$ cat src/rtl/bram_capture_pkg.sv
// Shared definitions for the BRAM capture controller: FSM encoding and depth helpers.
package bram_capture_pkg;
    typedef enum logic [1:0] {
        ST_IDLE    = 2'd0,
        ST_CAPTURE = 2'd1,
        ST_DONE    = 2'd2
    } state_e;

    localparam int DEF_ADDR_WIDTH = 15;
    localparam int DEF_DEPTH      = 2 ** DEF_ADDR_WIDTH;

    function automatic int depth_of(input int aw);
        return 2 ** aw;
    endfunction
endpackage

$ cat src/rtl/bram_capture_ctrl_valid_delay_line.sv
// Fixed-latency shift register that tracks accepted reads until RAM data is on the bus.
module valid_delay_line #(
    parameter int LATENCY = 2
) (
    input  logic clk,
    input  logic i_clr,
    input  logic i_d,
    output logic o_q
);
    logic [LATENCY-1:0] vld_pipe_q;

    always_ff @(posedge clk) begin
        if (i_clr) vld_pipe_q <= '0;
        else       vld_pipe_q <= (vld_pipe_q << 1) | LATENCY'(i_d);
    end

    assign o_q = vld_pipe_q[LATENCY-1];
endmodule

$ cat src/rtl/bram_capture_ctrl.sv
// Capture/readout sequencer for one simple-dual-port BRAM used as a debug sample buffer.
module bram_capture_ctrl
    import bram_capture_pkg::*;
#(
    parameter int DATA_WIDTH = 32,
    parameter int ADDR_WIDTH = 15,
    parameter int RD_LATENCY = 2
) (
    input  logic                  clk,
    input  logic                  i_reset,
    input  logic                  i_start,
    input  logic                  i_stop,
    input  logic [DATA_WIDTH-1:0] i_data,
    input  logic                  i_valid,
    input  logic                  i_rd_req,
    input  logic [ADDR_WIDTH-1:0] i_rd_addr,
    output logic                  o_rd_ready,
    output logic [DATA_WIDTH-1:0] o_rd_data,
    output logic                  o_rd_valid,
    output logic                  o_busy,
    output logic                  o_done,
    output logic [ADDR_WIDTH:0]   o_count,
    output logic                  o_addr_err,
    output logic [ADDR_WIDTH-1:0] o_ram_wr_addr,
    output logic [ADDR_WIDTH-1:0] o_ram_rd_addr,
    output logic [DATA_WIDTH-1:0] o_ram_wr_data,
    output logic                  o_ram_wr_en,
    output logic                  o_ram_rd_en,
    output logic                  o_ram_reset,
    input  logic [DATA_WIDTH-1:0] i_ram_data
);
    localparam int                DEPTH    = depth_of(ADDR_WIDTH);
    localparam logic [ADDR_WIDTH:0] LAST_CNT = (ADDR_WIDTH+1)'(DEPTH - 1);

    state_e                state_q;
    logic [ADDR_WIDTH-1:0] wr_ptr_q;
    logic [ADDR_WIDTH:0]   count_q;
    logic                  err_q;
    logic                  accept;
    logic                  in_range;

    // Enables are gated by reset so nothing touches the RAM on the reset edge.
    assign o_rd_ready    = (state_q == ST_DONE) && !i_start && !i_reset;
    assign accept        = o_rd_ready && i_rd_req;
    assign in_range      = ({1'b0, i_rd_addr} < count_q);
    assign o_ram_rd_en   = accept && in_range;
    assign o_ram_rd_addr = i_rd_addr;
    assign o_ram_wr_en   = (state_q == ST_CAPTURE) && i_valid && !i_reset;
    assign o_ram_wr_addr = i_start ? '0 : wr_ptr_q;
    assign o_ram_wr_data = i_data;
    assign o_ram_reset   = i_reset;
    assign o_rd_data     = i_ram_data;
    assign o_busy        = (state_q == ST_CAPTURE);
    assign o_done        = (state_q == ST_DONE);
    assign o_count       = count_q;
    assign o_addr_err    = err_q;

    always_ff @(posedge clk) begin
        if (i_reset) begin
            state_q  <= ST_IDLE;
            wr_ptr_q <= '0;
            count_q  <= '0;
            err_q    <= 1'b0;
        end else begin
            case (state_q)
                ST_IDLE: begin
                    if (i_start) begin
                        state_q  <= ST_CAPTURE;
                        wr_ptr_q <= '0;
                        count_q  <= '0;
                        err_q    <= 1'b0;
                    end
                end
                ST_CAPTURE: begin
                    if (i_start) begin
                        // Restart: a sample valid this cycle lands at address 0.
                        wr_ptr_q <= ADDR_WIDTH'(i_valid);
                        count_q  <= (ADDR_WIDTH+1)'(i_valid);
                    end else begin
                        if (i_valid) begin
                            wr_ptr_q <= wr_ptr_q + 1'b1;
                            count_q  <= count_q + 1'b1;
                        end
                        if ((i_valid && count_q == LAST_CNT) || i_stop)
                            state_q <= ST_DONE;
                    end
                end
                ST_DONE: begin
                    if (i_start) begin
                        state_q  <= ST_CAPTURE;
                        wr_ptr_q <= '0;
                        count_q  <= '0;
                        err_q    <= 1'b0;
                    end else if (accept && !in_range) begin
                        err_q <= 1'b1;
                    end
                end
                default: state_q <= ST_IDLE;
            endcase
        end
    end

    valid_delay_line #(.LATENCY(RD_LATENCY)) u_vld (
        .clk   (clk),
        .i_clr (i_reset),
        .i_d   (o_ram_rd_en),
        .o_q   (o_rd_valid)
    );
endmodule

$ cat config.mk
export PLATFORM = sky130hd
export DESIGN_NAME = bram_capture_ctrl
export DESIGN_NICKNAME = d
export VERILOG_FILES = /design/src/rtl/bram_capture_pkg.sv /design/src/rtl/bram_capture_ctrl_valid_delay_line.sv /design/src/rtl/bram_capture_ctrl.sv
export SDC_FILE = /design/constraint.sdc
export NUM_CORES = 1
export LEC_CHECK = 0
export CAP_MARGIN = 20
export CORE_MARGIN = 2
export CORE_UTILIZATION = 38
export CTS_CLUSTER_DIAMETER = 50
export DETAILED_ROUTE_END_ITERATION = 10
export PLACE_DENSITY = 0.87
export SLEW_MARGIN = 30
export SYNTH_ARGS = -nofsm -noshare
export SYNTH_HDL_FRONTEND = slang
export SYNTH_HIERARCHICAL = 1
export SYNTH_SLANG_ARGS = --single-unit
export TNS_END_PERCENT = 50
$ cat constraint.sdc
create_clock -name clk -period 3.95 [get_ports clk]
set_clock_uncertainty 0.1 [all_clocks]
set_input_delay 0.79 -clock clk [delete_from_list [all_inputs] [get_ports clk]]
set_output_delay 0.79 -clock clk [all_outputs]
set_load 0.005 [all_outputs]
==> flow_summary.yaml <==
clocking:
  cts-hold-fix-buffers: 0
  tritoncts: "yes"
  tritoncts.num_buffers: 5
  cts.root.buffer_cell: "clkbuf_8"
  skew_pair_late_insertion_delay_ns: 0.29
  clock_tree.buffer_depth: 2
  number_of_clock_sinks_seen_by_cts: 36
  ctsHtreeMaxLevel: 2
  path_clk_slew_ns: 0.07
critical_path:
  end_kind: "output pin"
  cp_data_required_time_ns: 3.06
  cp.depth: 8
  crit_top_cell: "clkdlybuf4s50_1"
  cell_with_the_largest_stage_delay_on_the_worst_path: "clkdlybuf4s50_1"
  top_delay_family_on_crit_path: "buffers and inverters"
  crit_path_max_fanout: 3
  worstPathBufferInverterCount: 2
  start_kind: "primary input"
  critical_path.max_stage_delay_ns: 0.52
  critPathArrivalTime_ns: 2.92
  cp_cell_sequence: "clkdlybuf4s50_1, ha_4, and3_1, a221oi_2, o22ai_1, a31oi_2, nor2b_4, clkdlybuf4s50_1"
  critPathKind: "in2out"
  ff2ff_path_depth: 8
floorplan:
  fp.dieH_um: 90.1
  die_width_um: 90.1
  top_level_ports: 203
  die_area_um2: 8110
  start_util_pct: 39.0
  rows: 31
  area_inside_the_core_boundary_um2: 7210
global_routing:
  overflow: 0
  wire_length_of_the_first_global_routing_pass_mm: 10.3
  first_global_vias: 2267
  grt_max_degree: 25
  grt_util_overall_pct: 15.1
  grt_antenna_before_repair: 0
place:
  placed_cells: 430
  place.detailed.hpwl_mm: 4.69
  detailedPlace.worstSlack_ns: -0.124
  gp_congestion: 0.736
  port_bufs: 74
logic_synthesis:
  synth_seq_cells: 36
  synth_top_cell_by_area: "dfxtp_1"
  synthMostInstantiatedCell: "buf_4"
  yosysTopAreaCellShare_pct: 25.6
  synth.cell_area_um2: 2820
  synth_top_flop_cell: "dfxtp_1"
  synth_cell_types: 51
  avgSynthCellArea_um2: 8.26
  synth.cells.most_frequent: "buf_4, dfxtp_1, nor2_1"
  ys_seq_area_share_pct: 25.6
  synth_async_sr_flop_share_pct: 0
  synth.area.top_cells: "dfxtp_1, buf_4, ha_1"
  syn-num-nets: 442
  synth-edff-count: 0
  synthesis.instances: 341
  yosys_warn_count: 6
routing:
  drt_drc_violations_left: 0
  routed-via-count: 2215
  drtAntennaViolNets: 0
  drt_wl_total_mm: 6.11
  drt_iter0_drc: 87
  drt_pass1_iterations: 4
  drt-wirelength-per-cell_um: 13.9
  vias_per_cell: 5.05
worst_hold_path:
  depth_of_the_worst_hold_timing_path: 1
  hp-class: "reg2reg"
sta:
  final_period_minus_worst_setup_slack_ns: 3.81
  worst_slew_pin_slew_ns: 0.556
  maxSlewHeadroom_pct: 62.9
  max_clock_freq_mhz: 262
  hold_slack_ns: 0.341
  setup_viol_count_final: 0
  hold_viol: 0
  drv_slew: 0
  post_route_fraction_of_the_period_consumed_by_the_critical_path_pct: 96.6
  worst_slack_ns: 0.136
job:
  drv.max_cap_violation_count: 0
finish:
  post_route_cells_drive_above_1_share_pct: 10.0
  layoutNonFillerInstCount: 439
  antenna-diode-count: 0
  layout-area-overhead-vs-synth_pct: 14.8
  finalNetCount: 440
  fillCellCount: 720
power:
  p_leak_uw: 0.00113
  total_power_uw: 806
  power.density_nw_per_um2: 249
  peakVddDrop_v: 0.000128
run_status:
  run_status: "finished clean"
[where the power goes]
group	internal, µW	total (µW)	leakage (µW)	switching [µW]
logic	61.5	108	0.000789	46.8
clock network	187	325	0.0000552	138
registers	366	373	0.000291	7.21
[through the flow]
stage | setup TNS, ns | cell area (µm²) | utilization [%]
2_1_floorplan | 0 | 2820 | -
3_3_place_gp | -0.0470 | 3060 | 42.4
3_5_place_dp | -0.124 | 3060 | 42.4
4_1_cts | 0 | 3190 | 44.2
5_1_grt | -0.000428 | 3230 | 44.8
6_report | 0 | 3230 | 44.8
[cell families after synthesis]
logic type | synth area share [%]
compound gates | 8.22
flops | 25.6
xor+xnor | 7.47
buf+inv | 25.5
fa+ha+maj | 7.11
simple gates | 26.1
[final cells by class]
cell class / count / area (µm²) / share of cell area [%]
multi-input cells: 199 / 1430 / 44.3
repair buffers: 79 / 781 / 24.2
well taps: 99 / 124 / 3.83
flip-flops and latches: 36 / 721 / 22.3
clock buffers: 6 / 72.6 / 2.25
inverters: 18 / 67.6 / 2.09
clock inverters: 2 / 35.0 / 1.08
[layer usage]
layer	wire length [µm]	track usage, %	part of all wire [%]
met5	0	0	0
met4	148	6.79	2.4
met3	399	5.11	6.5
met2	3110	26.9	51
met1	2450	16.0	40
[sequential cells by signal, indices dropped and copies added, names as in the netlist]
signal            cells
o_count              16
state_q               2
wr_ptr_q             15
u_vld/vld_pipe_q      2
o_addr_err            1
[cell usage in the layout (no fill, tap or decap), types with 6 or more instances in the layout]
cell type        instances
nand2_1                 20
a21oi_1                  6
xor2_1                  12
nand4_1                  6
o21ai_0                  9
xnor2_1                 12
ha_1                    14
dfxtp_1                 36
nor2_1                  33
nand3_1                  9
inv_1                   18
clkdlybuf4s50_1         73
nor2b_1                 18
[worst reg2reg max path: stages (launching register included)]
cell     delay [ns]
dfxtp_1        0.47
inv_1          0.13
ha_1           0.33
a41o_1         0.24
a21oi_1        0.12
o31ai_1        0.13
a31oi_2        0.20
nor2b_4        0.18
nor2b_1        0.12
[worst paths after layout]
path                            slack, ns                start             endpoint
worst max-delay path                 0.14        i_rd_addr[11]          o_ram_rd_en
worst min-delay path                 0.34  u_vld/vld_pipe_q[0]  u_vld/vld_pipe_q[1]
worst max register to register       1.89           o_count[7]  u_vld/vld_pipe_q[0]
worst min register to register       0.34  u_vld/vld_pipe_q[0]  u_vld/vld_pipe_q[1]
[timing repair]
item | in CTS | in global routing
pin swaps | 2 | 2
resized for setup | 4 | 5
setup endpoints to repair | 1 | 1
setup buffers | 1 | 0
Power figures use the tool's default switching activity.
